--- src/rtl/desired_drive_pipe.sv ---
// desired_drive_pipe
// Fixed-latency, valid-qualified assist-current calculator. Each sample
// carries filtered torque, cadence, incline, assist scale and not_pedaling
// through four register stages. The block produces the motor target current
// for the drive loop 4 cycles after in_vld.
//
// Optional feature: define DESIRED_DRIVE_SLEW_EN to limit how fast
// target_curr can rise. Each update may raise it by at most SLEW_STEP.
// Decreases, including the drop to zero on not_pedaling, take effect at once.
// With the macro undefined, target_curr always equals raw_curr.
//
// Ports:
//   clk          in   system clock
//   rst_n        in   asynchronous active-low reset
//   in_vld       in   input sample valid (no backpressure)
//   avg_torque   in   filtered crank torque, unsigned
//   cadence      in   cadence, unsigned
//   not_pedaling in   rider not pedaling, travels with the sample
//   incline      in   incline, signed
//   scale        in   assist level, unsigned
//   out_vld      out  target_curr/raw_curr updated this cycle
//   target_curr  out  motor target current (slew-limited when enabled)
//   raw_curr     out  unslewed computed current of the same sample
module desired_drive_pipe #(
    parameter int unsigned TORQUE_W   = 12,
    parameter int unsigned CAD_W      = 5,
    parameter int unsigned INC_W      = 13,
    parameter int unsigned INC_EFF_W  = 10,
    parameter int unsigned SCALE_W    = 3,
    parameter int unsigned OUT_W      = 12,
    parameter int unsigned TORQUE_MIN = 'h380,
    parameter int unsigned CAD_THRESH = 1,
    parameter int unsigned CAD_OFFSET = 32,
    parameter int          INC_OFFSET = 256,
    parameter int unsigned PROD_SHIFT = 15,
    parameter int unsigned SLEW_STEP  = 'h040
) (
    input  logic                       clk,
    input  logic                       rst_n,
    input  logic                       in_vld,
    input  logic        [TORQUE_W-1:0] avg_torque,
    input  logic        [CAD_W-1:0]    cadence,
    input  logic                       not_pedaling,
    input  logic signed [INC_W-1:0]    incline,
    input  logic        [SCALE_W-1:0]  scale,
    output logic                       out_vld,
    output logic        [OUT_W-1:0]    target_curr,
    output logic        [OUT_W-1:0]    raw_curr
);

    // Derived widths: every intermediate is kept at full precision.
    localparam int unsigned INC_FAC_W = INC_EFF_W - 1;
    localparam int unsigned CAD_FAC_W = $clog2((1 << CAD_W) + CAD_OFFSET);
    localparam int unsigned TS_W      = TORQUE_W + SCALE_W;
    localparam int unsigned IC_W      = INC_FAC_W + CAD_FAC_W;
    localparam int unsigned PROD_W    = TS_W + IC_W;
    localparam int unsigned TOP_LSB   = PROD_SHIFT + OUT_W;
    // The extended product always has at least one bit above the output field.
    localparam int unsigned EXT_W     = (PROD_W > TOP_LSB) ? PROD_W : TOP_LSB + 1;

    localparam int INC_MAX = (1 << (INC_EFF_W - 1)) - 1;
    localparam int INC_MIN = -INC_MAX - 1;

    localparam logic [TORQUE_W-1:0] T_MIN  = TORQUE_W'(TORQUE_MIN);
    localparam logic [CAD_W-1:0]    C_TH   = CAD_W'(CAD_THRESH);
    localparam logic [CAD_FAC_W-1:0] C_OFF = CAD_FAC_W'(CAD_OFFSET);
    localparam logic [OUT_W:0]      STEP   = (OUT_W + 1)'(SLEW_STEP);

`ifdef DESIRED_DRIVE_SLEW_EN
    localparam bit SLEW_EN = 1'b1;
`else
    localparam bit SLEW_EN = 1'b0;
`endif

    // ------------------------------------------------------------------
    // Stage 1 combinational conditioning
    // ------------------------------------------------------------------
    logic signed [31:0]          inc_ext_c;
    logic signed [31:0]          inc_sat_c;
    logic signed [31:0]          inc_sum_c;
    logic        [INC_FAC_W-1:0] inc_fac_c;
    logic        [TORQUE_W-1:0]  torque_pos_c;
    logic        [CAD_FAC_W-1:0] cad_fac_c;

    // Saturate incline to the effective range, offset it, then clip to the
    // non-negative factor range.
    always_comb begin
        inc_ext_c = 32'(incline);
        inc_sat_c = inc_ext_c;
        if (inc_ext_c > INC_MAX) begin
            inc_sat_c = INC_MAX;
        end else if (inc_ext_c < INC_MIN) begin
            inc_sat_c = INC_MIN;
        end
        inc_sum_c = inc_sat_c + INC_OFFSET;
        if (inc_sum_c < 0) begin
            inc_fac_c = '0;
        end else if (inc_sum_c > INC_MAX) begin
            inc_fac_c = INC_FAC_W'(INC_MAX);
        end else begin
            inc_fac_c = INC_FAC_W'(inc_sum_c);
        end
    end

    // Torque above the dead band, and cadence factor above threshold.
    always_comb begin
        torque_pos_c = (avg_torque > T_MIN) ? (avg_torque - T_MIN) : '0;
        cad_fac_c    = (cadence > C_TH) ? (CAD_FAC_W'(cadence) + C_OFF) : '0;
    end

    // ------------------------------------------------------------------
    // Stage 1 registers
    // ------------------------------------------------------------------
    logic                 s1_vld;
    logic                 s1_np;
    logic [TORQUE_W-1:0]  s1_torque_pos;
    logic [SCALE_W-1:0]   s1_scale;
    logic [INC_FAC_W-1:0] s1_inc_fac;
    logic [CAD_FAC_W-1:0] s1_cad_fac;

    always_ff @(posedge clk or negedge rst_n) begin
        if (!rst_n) begin
            s1_vld        <= 1'b0;
            s1_np         <= 1'b0;
            s1_torque_pos <= '0;
            s1_scale      <= '0;
            s1_inc_fac    <= '0;
            s1_cad_fac    <= '0;
        end else begin
            s1_vld <= in_vld;
            if (in_vld) begin
                s1_np         <= not_pedaling;
                s1_torque_pos <= torque_pos_c;
                s1_scale      <= scale;
                s1_inc_fac    <= inc_fac_c;
                s1_cad_fac    <= cad_fac_c;
            end
        end
    end

    // ------------------------------------------------------------------
    // Stage 2: partial products
    // ------------------------------------------------------------------
    logic            s2_vld;
    logic            s2_np;
    logic [TS_W-1:0] s2_ts;
    logic [IC_W-1:0] s2_ic;

    always_ff @(posedge clk or negedge rst_n) begin
        if (!rst_n) begin
            s2_vld <= 1'b0;
            s2_np  <= 1'b0;
            s2_ts  <= '0;
            s2_ic  <= '0;
        end else begin
            s2_vld <= s1_vld;
            if (s1_vld) begin
                s2_np <= s1_np;
                s2_ts <= TS_W'(s1_torque_pos) * TS_W'(s1_scale);
                s2_ic <= IC_W'(s1_inc_fac) * IC_W'(s1_cad_fac);
            end
        end
    end

    // ------------------------------------------------------------------
    // Stage 3: full-width product
    // ------------------------------------------------------------------
    logic              s3_vld;
    logic              s3_np;
    logic [PROD_W-1:0] s3_prod;

    always_ff @(posedge clk or negedge rst_n) begin
        if (!rst_n) begin
            s3_vld  <= 1'b0;
            s3_np   <= 1'b0;
            s3_prod <= '0;
        end else begin
            s3_vld <= s2_vld;
            if (s2_vld) begin
                s3_np   <= s2_np;
                s3_prod <= PROD_W'(s2_ts) * PROD_W'(s2_ic);
            end
        end
    end

    // ------------------------------------------------------------------
    // Stage 3 output: select the current field, saturate on overflow
    // ------------------------------------------------------------------
    logic [EXT_W-1:0] prod_ext_c;
    logic             ovf_c;
    logic [OUT_W-1:0] raw_c;

    always_comb begin
        prod_ext_c = EXT_W'(s3_prod);
        ovf_c      = |prod_ext_c[EXT_W-1:TOP_LSB];
        raw_c      = prod_ext_c[PROD_SHIFT +: OUT_W];
        if (s3_np) begin
            raw_c = '0;
        end else if (ovf_c) begin
            raw_c = '1;
        end
    end

    // Upward slew limit; the step sum carries one extra bit so it cannot wrap.
    logic [OUT_W:0]   step_sum_c;
    logic [OUT_W-1:0] slew_c;
    logic [OUT_W-1:0] target_nxt_c;

    always_comb begin
        step_sum_c = {1'b0, target_curr} + STEP;
        slew_c     = raw_c;
        if ((raw_c > target_curr) && (step_sum_c < {1'b0, raw_c})) begin
            slew_c = step_sum_c[OUT_W-1:0];
        end
        target_nxt_c = SLEW_EN ? slew_c : raw_c;
    end

    // ------------------------------------------------------------------
    // Stage 4: output registers
    // ------------------------------------------------------------------
    always_ff @(posedge clk or negedge rst_n) begin
        if (!rst_n) begin
            out_vld     <= 1'b0;
            raw_curr    <= '0;
            target_curr <= '0;
        end else begin
            out_vld <= s3_vld;
            if (s3_vld) begin
                raw_curr    <= raw_c;
                target_curr <= target_nxt_c;
            end
        end
    end

endmodule

--- config.mk ---
export PLATFORM = sky130hd
export DESIGN_NAME = desired_drive_pipe
export DESIGN_NICKNAME = d
export VERILOG_FILES = /design/src/rtl/desired_drive_pipe.sv
export SDC_FILE = /design/constraint.sdc
export NUM_CORES = 1
export LEC_CHECK = 0
export ABC_AREA = 1
export BUFFER_PORTS_ARGS = -buffer_cell sky130_fd_sc_hd__buf_4
export CELL_PAD_IN_SITES_DETAIL_PLACEMENT = 0
export CELL_PAD_IN_SITES_GLOBAL_PLACEMENT = 2
export CORE_MARGIN = 2
export CORE_UTILIZATION = 30
export DETAILED_ROUTE_END_ITERATION = 16
export PLACE_DENSITY_LB_ADDON = 0.1
export SYNTH_ARGS = -nofsm -noshare
export SYNTH_HDL_FRONTEND = slang
export SYNTH_SLANG_ARGS = --single-unit
--- constraint.sdc ---
create_clock -name clk -period 9.1 [get_ports clk]
set_input_delay 1.365 -clock clk [delete_from_list [all_inputs] [get_ports clk]]
set_output_delay 1.365 -clock clk [all_outputs]
set_load 0.005 [all_outputs]
## Word level (Yosys, flattened, before mapping)

Index checks and enable logic that the tools add are counted.

| storage, ports and cells | value |
|---|---|
| register bits after elaboration | 109 |
| input bits | 37 |
| output and inout port bits | 25 |

| cells by class | value |
|---|---|
| add/subtract/negate cells | 3 |
| multiply operators | 3 |
| magnitude comparators | 6 |
| multiplexer cells | 8 |
| reduce and logical (&&, ||, !) cells | 1 |

Operators with widths:

| cell | number |
|---|---|
| $mux W32 | 2 |
| $mux W12 | 3 |
| $add A32 B10 Y32 const B | 1 |
| $gt A32 B10 Y1 const B | 1 |
| $lt A32 B1 Y1 const B | 1 |
| $mul A15 B15 Y30 | 1 |
| $mux W9 | 2 |
| $mul A12 B3 Y15 | 1 |
| $mul A9 B6 Y15 | 1 |
| $gt A13 B10 Y1 const B | 1 |
| $lt A13 B10 Y1 const B | 1 |
| $gt A12 B10 Y1 const B | 1 |
| $sub A12 B10 Y12 const B | 1 |
| $add A5 B6 Y6 const B | 1 |
| $mux W6 | 1 |
| $gt A5 B1 Y1 const B | 1 |
| $reduce_or A3 Y1 | 1 |

## Logic depth before layout (Yosys ltp)

| depth | value |
|---|---|
| word-level depth | 7 |
| gate-level depth with buffers | 28 |
| gate-level depth less buffers | 26 |

## Worst setup path before layout

No wires, ideal clock.

| timing | value |
|---|---|
| kind | flip-flop to flip-flop |
| start | register s2_ts[5] |
| end | register s3_prod[24], in the netlist prod_ext_c[24] |
| setup time | 118 ps |
| arrival time | 5,289 ps |
| setup slack | 3,693 ps |
| stages on the path, launching flop included | 22 |
| buffers on the path | 2 |
| path through | dfrtp_1 > clkbuf_1 > clkbuf_1 > nand2_1 > fa_1 > fa_1 > fa_1 > inv_1 > fa_1 > fa_1 > inv_1 > fa_1 > inv_1 > ha_1 > a21o_1 > a21oi_1 > o21ai_0 > nand2_1 > nand3_1 > or2_2 > nand3_1 > nand2_1 |

| between the ends | value |
|---|---|
| word-level cells in the longest chain between the ends | 1 |

Ends and longest elaborated chain:

| element | line | RTL |
|---|---|---|
| start: declaration | 146 | `logic [TS_W-1:0] s2_ts;` |
| start signal: assignment | 159 | `s2_ts <= TS_W'(s1_torque_pos) * TS_W'(s1_scale);` |
| $mul A15 B15 Y30 | 181 | `s3_prod <= PROD_W'(s2_ts) * PROD_W'(s2_ic);` |
| end signal: assignment | 181 |  |
| end: declaration | 170 | `logic [PROD_W-1:0] s3_prod;` |

Every way passes these cells.
A chain may end at the register's enable or synchronous reset.

## Worst setup path in the final report

| timing | value |
|---|---|
| start | register s2_ic[5] |
| end | register s3_prod[29], in the netlist prod_ext_c[29] |

| between the ends | value |
|---|---|
| word-level cells in the longest chain between the ends | 1 |

Ends and longest elaborated chain:

| element | line | RTL |
|---|---|---|
| start: declaration | 147 | `logic [IC_W-1:0] s2_ic;` |
| start signal: assignment | 160 | `s2_ic <= IC_W'(s1_inc_fac) * IC_W'(s1_cad_fac);` |
| $mul A15 B15 Y30 | 181 |  |

Every way passes these cells.

==> metrics <==
CTS max path bufs 2; area growth from synthesis to layout 8.03%; first-pass GRT wire length 69.9 mm; Final Cycle Share 66.5%; initial antenna violation count 0; Critical Path Start Type register; H-tree Lvls 3; Yosys warning count 0; Post-synth EDFFs 0; end-of-flow core utilization 32.9%; ant diodes 0; CP Launch Point s2_ic[5]; Final ANT Viol Nets 0; critical setup path kind reg -> reg; endpoints failing setup 0; Cell Rows 80; Fmax 165 MHz; post-synthesis adder-cell area fraction 39.9%; NumNets Final 2355; port bufs 61; router iterations before antenna repair 5; Mean Syn Cell Area 7.34 sq um; Cell Area, Synth 0.0146 sq mm; multiplexer share of the synthesized area 0%; Die ar. 0.0505 sq mm; Via density 4.49; largest family of logic cells by synthesized area adder cells; largest net degree at the start of global routing 57; Routed WL 43.0 mm; placer congestion estimate 0.823; Slew @ Worst Pin 0.926 ns; clock root buffer clkbuf_16; cells after synthesis 1991; Final Max Slew Viols 0; number of global-route vias before repair 12519; unrepaired setup endpoints after global routing false; Setup Skew 0.0168 ns; Max Cap Viol 0; Post-CTS Setup Bufs 0; Async S/R FF share, synth 100%; outcome complete, no violations; simple-gate portion of the synthesized area 22.1%; Syn Nets 2371; worst-path fanout max 16; ranking of synthesized cells by area fa_1, nand2_1, dfrtp_1; Seq/Total Area, Yosys 16.1%; WP data required 9.36 ns; Worst setup EP type register; wire per inst 16.6 um; Synth Flop Type dfrtp_1; post-synth top area cell fa_1; CP endpoint prod_ext_c[29]; clk_lat worst skew 0.36 ns; gr usage total 18.0%; Synth top area share 28.2%; Num CTS Buffers 9; Setup WS post-layout 3.05 ns; FF-to-FF Start s2_ic[5]; final setup TNS 0 ns; Core ar. 0.0479 sq mm; drt drc 0; DP Wirelength 34.8 mm; FF-to-FF End prod_ext_c[29]; die height 225 um; synth unique cells 41; R2R Setup Slk 3.05 ns; CTS tree yes; die width 225 um; hold_buf cts 0; Seq cells post-synth 94; R2R depth 20; xor-xnor portion of the synthesized cell area 1.02%; CTS resizes 0; TritonCTS sink count 94; max_slew headroom 38.2%; Final Hold Viols 0; Starting Density 30.5%; share of cells above drive strength 1 5.10%; worst hold path type reg -> reg; clock-pin slew on the worst setup and hold paths 0.08 ns; Overflow after GRT 0; initial DRC count 533; Compound-Gate Fraction of Synth Area 5.53%; Top-Level Pins 62; pre-CTS setup slack 3.01 ns; Final Critical Period 6.05 ns; Via Count 11652; Worst EP arrival 6.31 ns
metal layers:
| metal | routed length (um) | share of wire (%) | vias to the layer above | global-route usage (%) |
|---|---|---|---|---|
| li1 | - | - | 5815 | - |
| met1 | 20200 | 47 | 5647 | 23.8 |
| met2 | 21300 | 49 | 162 | 32.4 |
| met3 | 880 | 2.0 | 28 | 1.24 |
| met4 | 606 | 1.4 | 0 | 3.50 |
| met5 | 0 | 0 | - | 0 |
through the flow:
stage	cells	cell area, sq um	hold slack [ns]
after floorplan	1991	14600	0.410
after global placement	2579	15500	0.465
after detailed placement	2579	15500	0.464
after CTS	2595	15800	0.484
after global routing	2595	15800	0.519
final	2595	15800	0.476
cell usage after synthesis (5+ instances only):
cell	n
ha_1	137
o22ai_1	13
nand2_1	627
a21oi_1	44
o21ai_1	5
o21ai_0	51
nor3_1	14
or2_2	5
nor2_1	72
xnor2_1	7
clkbuf_1	82
inv_1	484
o21bai_1	9
nand3_1	62
o31ai_1	5
xor2_1	10
dfrtp_1	94
fa_1	206
nand4_1	10
buf_4	12
a31oi_1	7
sequential cells by signal (all words and copies together) (netlist names):
signal	cells
s1_np	1
s3_np	1
s2_np	1
s1_inc_fac	9
s1_vld	1
s2_ic	15
s1_torque_pos	12
s1_scale	3
raw_curr	12
s2_vld	1
prod_ext_c	15
out_vld	1
s3_vld	1
s2_ts	15
s1_cad_fac	6
worst max-delay path, cell delays in order (launching register included):
cell	delay (ns)
dfrtp_1	0.72
nand2_1	0.19
inv_1	0.08
fa_1	0.53
inv_1	0.06
fa_1	0.53
inv_1	0.05
fa_1	0.50
inv_1	0.05
fa_1	0.47
inv_1	0.05
fa_1	0.50
fa_1	0.56
ha_1	0.36
a21oi_1	0.30
o21ai_0	0.18
o21bai_1	0.21
o21ai_0	0.32
nand3_1	0.12
nand3_1	0.10
nand2_1	0.06
worst min-delay path by stage:
stage | startpoint | slack (ns) | endpoint | depth (start not counted)
after floorplan | s1_vld | 0.41 | s2_vld | 0
after CTS | s2_np | 0.48 | s2_np | 2
final | s2_np | 0.48 | s2_np | 2
after global routing | s2_np | 0.52 | s2_np | 2
after global placement | s2_np | 0.47 | s2_np | 2
after detailed placement | s2_np | 0.46 | s2_np | 2
logic make-up (layout without fill, tap and decap cells):
logic type | Yosys count | after routing
and+or+nand+nor | 808 | 808
DFF | 94 | 94
xor gates and xnor gates | 17 | 17
buffers and inverters | 585 | 574
adders and majority gates | 343 | 343
AOI/OAI and AO/OA | 144 | 144
layout by cell type, fill, tap and decap left out, types with 2 or more instances in the layout:
cell type / n
nand2_1: 627
inv_1: 483
fa_1: 206
ha_1: 137
dfrtp_1: 94
nor2_1: 72
buf_4: 70
nand3_1: 62
o21ai_0: 51
a21oi_1: 44
nor3_1: 14
o22ai_1: 13
nand4_1: 10
xor2_1: 10
o21bai_1: 9
clkbuf_16: 9
a31oi_1: 7
xnor2_1: 7
or2_2: 5
o31ai_1: 5
o21ai_1: 5
nand2_2: 4
a21o_1: 4
nor4_1: 4
inv_2: 3
nand3b_1: 3
clkinv_1: 2
o21a_1: 2
nor2_2: 2
inv_6: 2
final cells by class:
type	count	area, sq um
flip-flops and latches	94	2350
inverters	488	1830
clock buffers	10	229
well taps	615	769
repair buffers	70	526
multi-input cells	1312	10000
clock inverters	6	68.8
fillers	5266	32100
Power is not shown: default switching activity piles up to over one toggle a cycle in this logic, so the estimate is an artifact.
